### config.mk
export PLATFORM = sky130hd
export DESIGN_NAME = btn_sw_in
export DESIGN_NICKNAME = d
export VERILOG_FILES = /design/src/rtl/btn_sw_in.sv
export SDC_FILE = /design/constraint.sdc
export NUM_CORES = 1
export LEC_CHECK = 0
export ABC_AREA = 1
export BUFFER_PORTS_ARGS = -buffer_cell sky130_fd_sc_hd__buf_2
export CAP_MARGIN = 10
export CORE_ASPECT_RATIO = 2
export CORE_MARGIN = 3
export CORE_UTILIZATION = 30
export CTS_BUF_LIST = sky130_fd_sc_hd__clkbuf_8
export DETAILED_ROUTE_END_ITERATION = 12
export SYNTH_ARGS = -nofsm -noshare
export SYNTH_HDL_FRONTEND = slang
export SYNTH_SLANG_ARGS = --single-unit
### constraint.sdc
create_clock -name clk -period 7.3 [get_ports clk]
set_clock_uncertainty 0.15 [all_clocks]
set_input_delay 0.73 -clock clk [delete_from_list [all_inputs] [get_ports clk]]
set_output_delay 0.73 -clock clk [all_outputs]
set_load 0.05 [all_outputs]
### src/rtl/btn_sw_in.sv
// rtl/btn_sw_in.sv - debounced slide-switch / push-button input block with read port
//
// Synchronises and debounces N_SW switches and N_BTN buttons. It keeps a sticky
// per-button EVENT register and a 32-bit PRESS_COUNT, and exposes them through a
// single-cycle read strobe.
//
// Optional feature macro: BTN_SW_IN_IRQ_EN
//   defined   -> irq is a registered OR of the EVENT bits
//   undefined -> irq is tied low and no interrupt logic is built
//
// Parameters:
//   DEBOUNCE_CYCLES  clk cycles between debounce sample ticks (2..2^24)
//   N_SW             number of slide switches (1..32)
//   N_BTN            number of push buttons (1..16)
//
// Ports:
//   clk      system clock, all state on rising edge
//   rst      asynchronous active-high reset
//   sw       raw asynchronous switch levels
//   btn      raw asynchronous button levels, 1 = pressed
//   rd_en    read strobe, one cycle per read
//   rd_addr  register select: 0 sw, 1 btn, 2 EVENT (clear on read), 3 PRESS_COUNT
//   rd_data  registered read data, valid the cycle after rd_en
//   irq      level interrupt
module btn_sw_in #(
    parameter int DEBOUNCE_CYCLES = 100000,
    parameter int N_SW            = 16,
    parameter int N_BTN           = 5
) (
    input  logic             clk,
    input  logic             rst,
    input  logic [N_SW-1:0]  sw,
    input  logic [N_BTN-1:0] btn,
    input  logic             rd_en,
    input  logic [1:0]       rd_addr,
    output logic [31:0]      rd_data,
    output logic             irq
);

    localparam int NB = N_SW + N_BTN;
    localparam int CW = (DEBOUNCE_CYCLES > 2) ? $clog2(DEBOUNCE_CYCLES) : 1;
    localparam logic [CW-1:0] CNT_MAX = CW'(DEBOUNCE_CYCLES - 1);

    // Switches occupy the low bits and buttons the high bits of every per-bit vector.
    logic [NB-1:0]    raw;
    logic [NB-1:0]    sync1;
    logic [NB-1:0]    sync2;
    logic [NB-1:0]    hist0;
    logic [NB-1:0]    hist1;
    logic [NB-1:0]    hist2;
    logic [NB-1:0]    db;
    logic [NB-1:0]    db_next;
    logic [CW-1:0]    cnt;
    logic             tick;
    logic [N_BTN-1:0] db_btn;
    logic [N_SW-1:0]  db_sw;
    logic [N_BTN-1:0] rise_btn;
    logic [N_BTN-1:0] evt;
    logic             evt_clr;
    logic [31:0]      press_count;
    logic [31:0]      press_inc;

    assign raw    = {btn, sw};
    assign db_sw  = db[N_SW-1:0];
    assign db_btn = db[NB-1:N_SW];
    assign tick   = (cnt == CNT_MAX);

    // A bit goes high only when all three samples are 1 and goes low only when all
    // three samples are 0. Any mixed history leaves the bit unchanged.
    assign db_next  = (db | (hist0 & hist1 & hist2)) & (hist0 | hist1 | hist2);
    assign rise_btn = db_next[NB-1:N_SW] & ~db_btn;

    // Only the bits returned by this read are cleared. Because EVENT is read in
    // full, that is every bit that is currently set.
    assign evt_clr  = rd_en && (rd_addr == 2'd2);

    always_comb begin
        press_inc = 32'd0;
        for (int i = 0; i < N_BTN; i++) begin
            press_inc = press_inc + {31'd0, rise_btn[i]};
        end
    end

    always_ff @(posedge clk or posedge rst) begin
        if (rst) begin
            sync1 <= '0;
            sync2 <= '0;
            cnt   <= '0;
            hist0 <= '0;
            hist1 <= '0;
            hist2 <= '0;
            db    <= '0;
        end else begin
            sync1 <= raw;
            sync2 <= sync1;
            cnt   <= tick ? '0 : cnt + 1'b1;
            if (tick) begin
                hist0 <= sync2;
                hist1 <= hist0;
                hist2 <= hist1;
            end
            db <= db_next;
        end
    end

    always_ff @(posedge clk or posedge rst) begin
        if (rst) begin
            evt         <= '0;
            press_count <= 32'd0;
            rd_data     <= 32'd0;
        end else begin
            // A new rise in the read cycle is ORed in after the clear, so set wins.
            evt         <= (evt_clr ? '0 : evt) | rise_btn;
            press_count <= press_count + press_inc;
            if (rd_en) begin
                case (rd_addr)
                    2'd0:    rd_data <= 32'(db_sw);
                    2'd1:    rd_data <= 32'(db_btn);
                    2'd2:    rd_data <= 32'(evt);
                    default: rd_data <= press_count;
                endcase
            end
        end
    end

`ifdef BTN_SW_IN_IRQ_EN
    always_ff @(posedge clk or posedge rst) begin
        if (rst) begin
            irq <= 1'b0;
        end else begin
            irq <= |evt;
        end
    end
`else
    assign irq = 1'b0;
`endif

endmodule
## Word level (Yosys, flattened, before mapping)

Index checks and enable logic that the tools add are counted.

| storage, ports and cells | value |
|---|---|
| register bits after elaboration | 212 |
| word-level logic and storage cells | 33 |
| output and inout port bits | 33 |

| operators by class | value |
|---|---|
| multiplexer cells | 3 |
| eq/ne operators | 3 |
| reductions and logical operators | 2 |
| bitwise gates (word level) | 9 |
| $add $sub $neg | 6 |

Operators with widths:

| operator | count |
|---|---|
| case mux 32 bit (3 select lines) | 1 |
| bitwise AND 21 bit | 3 |
| bitwise OR 21 bit | 3 |
| adder 32 x 5 -> 32 bit | 1 |
| adder 17 x 1 -> 17 bit, second input constant | 1 |
| equality test 17 bit, second input constant | 1 |
| two-way mux 17 bit | 1 |
| adder 4 x 1 -> 5 bit | 1 |
| bitwise AND 5 bit | 1 |
| two-way mux 5 bit | 1 |
| NOT 5 bit | 1 |
| bitwise OR 5 bit | 1 |
| adder 3 x 1 -> 4 bit | 1 |
| adder 2 x 1 -> 3 bit | 1 |
| adder 1 x 1 -> 2 bit | 1 |
| equality test 2 x 1 -> 1 bit, second input constant | 1 |
| equality test 2 bit, second input constant | 1 |
| zero test 2 bit | 1 |
| logical AND 1 bit | 1 |

## Logic depth before layout (Yosys ltp)

| logic depth | value |
|---|---|
| depth in word-level cells | 10 |
| depth in mapped cells | 17 |

## Worst setup path before layout

No wires, ideal clock.

| timing | value |
|---|---|
| path kind | flip-flop to flip-flop |
| start point | register hist1[16] |
| end point | register press_count[12] |
| slack | 4.137 ns |
| library setup time | 0.131 ns |
| arrival | 2.882 ns |
| buffers on the path | 0 |
| stages on the path, launching flop included | 16 |
| cell sequence | dfrtp_1 -> nand3_1 -> nand2_1 -> o31ai_1 -> inv_1 -> nand2_1 -> fa_1 -> inv_1 -> fa_1 -> ha_1 -> fa_1 -> nand3_1 -> nand2_1 -> nand2_1 -> nor2_1 -> xor2_1 |

| on the way | value |
|---|---|
| word-level cells in the longest chain between the ends | 10 |

Ends and longest elaborated chain:

| what | RTL line | RTL |
|---|---|---|
| start, declared | 49 | `logic [NB-1:0] hist1;` |
| start signal, assigned | 99 | `hist1 <= hist0;` |
| bitwise AND 21 bit (2 in series) | 70 | `assign db_next = (db \| (hist0 & hist1 & hist2)) & (hist0 \| hist1 \| hist2);` |
| bitwise OR 21 bit | 70 |  |
| bitwise AND 21 bit * | 70 |  |
| via db_next[16] | 52 | `logic [NB-1:0] db_next;` |
| bitwise AND 5 bit * | 71 | `assign rise_btn = db_next[NB-1:N_SW] & ~db_btn;` |
| adder 1 x 1 -> 2 bit * | 80 | `press_inc = press_inc + {31'd0, rise_btn[i]};` |
| adder 2 x 1 -> 3 bit * | 80 |  |
| adder 3 x 1 -> 4 bit * | 80 |  |
| adder 4 x 1 -> 5 bit * | 80 |  |
| adder 32 x 5 -> 32 bit * | 114 | `press_count <= press_count + press_inc;` |
| end signal, assigned | 114 |  |
| end, declared | 60 | `logic [31:0] press_count;` |

Mark *: on every way through the listed nets, which the timed path passes. The rest lies on a longest branch.
A chain may end at the register's enable or synchronous reset.

## Worst setup path in the final report

Same ends and word-level chain as after synthesis.

==> flow_metrics.env <==
export IMPL_status="finished, final reports clean"
export IMPL_grt_setup_unrepaired="false"
export IMPL_post_cts_repair_setup_buffers=0
export IMPL_timing_critical_path_slowest_cell_delay_ns=0.56
export IMPL_critPathMaxFanout=4
export IMPL_area_fraction_in_compound_gates_after_synthesis_pct=6.163
export IMPL_power_per_cell_area_nw_per_um2=222.8
export IMPL_finalSetupViolCount=0
export IMPL_achievable_frequency_mhz=288.6
export IMPL_drt_iter0_drc=367
export IMPL_start_util_pct=30.47
export IMPL_tritoncts_num_sinks=212
export IMPL_nNetsFinal=1083
export IMPL_postSynthCellCount=979
export IMPL_insertion_delay_ns=0.59
export IMPL_worst_path_dominant_cell_family="adder cells"
export IMPL_post_layout_nonfiller_instances=1433
export IMPL_number_of_buffers_added_to_fix_hold_violations_after_cts=0
export IMPL_antenna_found_initial=0
export IMPL_finalWeightedCongestion=0.8858
export IMPL_grt_total_usage_pct=12.43
export IMPL_layout_min_cycle_time_ns=3.465
export IMPL_placeableCoreArea_um2=28850
export IMPL_post_synth_instance_area_um2=8791
export IMPL_clock_tree_root_cell="clkbuf_8"
export IMPL_route_vias_total=6422
export IMPL_dominant_combinational_cell_family_by_area_after_synthesis="simple AND/OR/NAND/NOR gates"
export IMPL_placement_rows=88
export IMPL_period_share_pct=47.46
export IMPL_crit_path_end_kind="flop"
export IMPL_yosys_warnings=0
export IMPL_hold_path_class="in -> reg"
export IMPL_leakagePower_nw=5.418
export IMPL_timing_critical_path_from="hist1[16]"
export IMPL_hold_depth=1
export IMPL_hold_ws_ns=0.09352
export IMPL_die_area_um2=31520
export IMPL_simple_gate_share_of_the_synthesized_area_pct=24.71
export IMPL_max_cap_violations=0
export IMPL_register_area_share_after_synthesis_pct=60.35
export IMPL_die_y_um=248.1
export IMPL_grt_first_pass_wirelength_mm=32.20
export IMPL_r2r_worst_path_cells=15
export IMPL_post_synth_cell_area_avg_um2=8.980
export IMPL_critical_path_buf_inv_count=2
export IMPL_clk_path_buf_depth=3
export IMPL_start_kind="flop"
export IMPL_design_area_um2=10050
export IMPL_cts_resized=0
export IMPL_cts_tree="done"
export IMPL_grt_start_max_net_pins=143
export IMPL_ir_drop_v=0.0001152
export IMPL_postPlaceCellArea_um2=9410
export IMPL_timing_critical_path_depth=15
export IMPL_remaining_number_of_nets_flagged_by_the_antenna_check_after_routing=0
export IMPL_report_final_slew_viol_count=0
export IMPL_min_from="sw[6]"
export IMPL_crit_path_frequent_cell="nand2_1"
export IMPL_slew_headroom_pct=34.72
export IMPL_placed_cell_count=1376
export IMPL_grt_overflow_total=0
export IMPL_synth_mux_area_share_pct=0
export IMPL_slowest_stage="fa_1"
export IMPL_yosysUniqueCellTypes=31
export IMPL_synth_net_count=1013
export IMPL_post_synthesis_share_of_cell_area_spent_on_xor_and_xnor_gates_pct=1.993
export IMPL_wirelength_mm=18.86
export IMPL_postSynthRegisterBits=212
export IMPL_drt_first_pass_iters=5
export IMPL_synth_adder_area_share_pct=1.395
export IMPL_detail_route_wl_per_cell_um=13.16
export IMPL_syn_to_final_growth_pct=14.35
export IMPL_vias_per_cell=4.482
export IMPL_critical_path_cell_chain="nand3_1 > nand2_1 > o31ai_1 > inv_1 > nand2_1 > fa_1 > inv_1 > fa_1 > ha_1 > fa_1 > nand3_1 > nand2_1 > nand2_1 > nor2_1 > xor2_1"
export IMPL_route_detailed_drc=0
export IMPL_io_pin_count=59
export IMPL_timing_critical_path_required_ns=7.62
export IMPL_place_detailed_hpwl_mm=12.96
export IMPL_tightestPinTransition_ns=0.9792
export IMPL_first_global_vias=6564
export IMPL_timing_rr_start="hist1[16]"
export IMPL_place_port_buffers=57
export IMPL_cts_reportedPaths_clkPinSlew_ns=0.07
export IMPL_total_power_of_the_final_layout_w=0.002239
export IMPL_crit_type="reg -> reg"
export IMPL_finalHoldViolations=0
export IMPL_setup_total_negative_slack_ns=0
export IMPL_cts_buffers=31
export IMPL_htreeDepth=1
export IMPL_proportion_of_layout_cells_with_a_drive_suffix_above_1_pct=11.85
export IMPL_cp_data_arrival_time_ns=3.78
export IMPL_die_x_um=127.0
-- power breakdown --
part / leakage (nW) / total [W] / switching [W] / internal [W]
registers: 2.83 / 0.00120 / 0.00000643 / 0.00119
clock network: 0.377 / 0.000974 / 0.000447 / 0.000527
logic: 2.21 / 0.0000674 / 0.0000556 / 0.0000118
-- kinds of logic (layout without fill, tap and decap cells) --
| family | Yosys count | in the layout |
|---|---|---|
| buffers and inverters | 108 | 201 |
| other | 1 | 2 |
| AO/OA/AOI/OAI | 80 | 80 |
| flip-flops | 212 | 212 |
| AND/OR/NAND/NOR | 550 | 550 |
| adder cells (fa/ha/maj) | 8 | 8 |
| XOR/XNOR | 20 | 20 |
-- final cells by class --
| class | instances | area [um2] |
|---|---|---|
| clock inverters | 19 | 130.1 |
| fillers | 3020 | 18800 |
| inverters | 85 | 331.6 |
| repair buffers | 60 | 307.8 |
| flip-flops and latches | 212 | 5305 |
| well taps | 360 | 450.4 |
| diodes | 1 | 2.502 |
| multi-input cells | 659 | 3015 |
| clock buffers | 37 | 509.2 |
-- state kept, by name, summed over array words and instances, names as in the netlist --
| register | flops |
|---|---|
| press_count | 32 |
| rd_data | 32 |
| db | 21 |
| hist0 | 21 |
| hist1 | 21 |
| hist2 | 21 |
| sync1 | 21 |
| sync2 | 21 |
| cnt | 17 |
| evt | 5 |
-- cell usage after synthesis --
| cell | n | area share, % |
|---|---|---|
| o22ai_1 | 4 | 0.28 |
| a31o_2 | 16 | 1.6 |
| nand3b_1 | 10 | 0.85 |
| ha_1 | 5 | 0.71 |
| nor3_1 | 1 | 0.057 |
| nand2_2 | 1 | 0.071 |
| inv_1 | 82 | 3.5 |
| and2_1 | 1 | 0.071 |
| xnor2_1 | 6 | 0.60 |
| fa_1 | 3 | 0.68 |
| clkbuf_1 | 6 | 0.26 |
| clkinv_1 | 1 | 0.043 |
| o21bai_1 | 1 | 0.085 |
| o21ai_1 | 4 | 0.23 |
| nand4_1 | 7 | 0.50 |
| a31oi_1 | 11 | 0.78 |
| o31ai_1 | 24 | 2.0 |
| conb_1 | 1 | 0.043 |
| buf_4 | 1 | 0.085 |
| o21ai_0 | 20 | 1.1 |
| xor2_1 | 14 | 1.4 |
| buf_1 | 1 | 0.043 |
| nand2_1 | 409 | 17 |
| nor2_2 | 5 | 0.36 |
| nor2_1 | 89 | 3.8 |
| inv_2 | 1 | 0.043 |
| nand3_1 | 27 | 1.5 |
| buf_6 | 6 | 0.77 |
| dfrtp_1 | 212 | 60 |
| buf_2 | 9 | 0.51 |
| clkinv_4 | 1 | 0.10 |
-- final timing paths --
path | to | slack, ns
max | press_count[12] | 3.84
min | sync1[6] | 0.09
max reg2reg | press_count[12] | 3.84
min reg2reg | sync2[17] | 0.19
max in group asynchronous | sync2[9] | 5.27
min in group asynchronous | rd_data[0] | 0.21
-- cell usage in the layout, fill, tap and decap left out, drive strengths merged --
cell type / n
nand2: 410
dfrtp: 212
inv: 97
nor2: 94
buf: 60
clkbuf: 37
nand3: 27
o31ai: 24
o21ai: 24
a31o: 16
xor2: 14
a31oi: 11
nand3b: 10
nand4: 7
xnor2: 6
ha: 5
o22ai: 4
clkinv: 4
fa: 3
bufinv: 2
diode: 1
and2: 1
nor3: 1
o21bai: 1
conb: 1
clkinvlp: 1
-- worst reg2reg max path, delay by kind of cell, from the launching register on --
kind,cells,cell delay [ns]
buf+inv,2,0.13
compound gates,1,0.06
simple gates,7,0.77
flops,1,0.38
xor+xnor,1,0.15
fa+ha+maj,4,1.71
-- through the flow --
step	util (%)	setup WS [ns]
final	34.85	3.835
after global routing	34.84	3.631
after CTS	34.84	3.809
after detailed placement	32.62	3.786
after global placement	32.62	3.870
after floorplan	-	0.6258
-- routing by layer --
metal,up-vias,track usage [%],wire [um]
met1,3014,13.14,7132
li1,3213,-,-
met2,132,22.91,9919
met5,-,0,0
met3,63,1.953,743
met4,0,7.454,1068
Note: power is estimated with default switching activity, not from simulation.
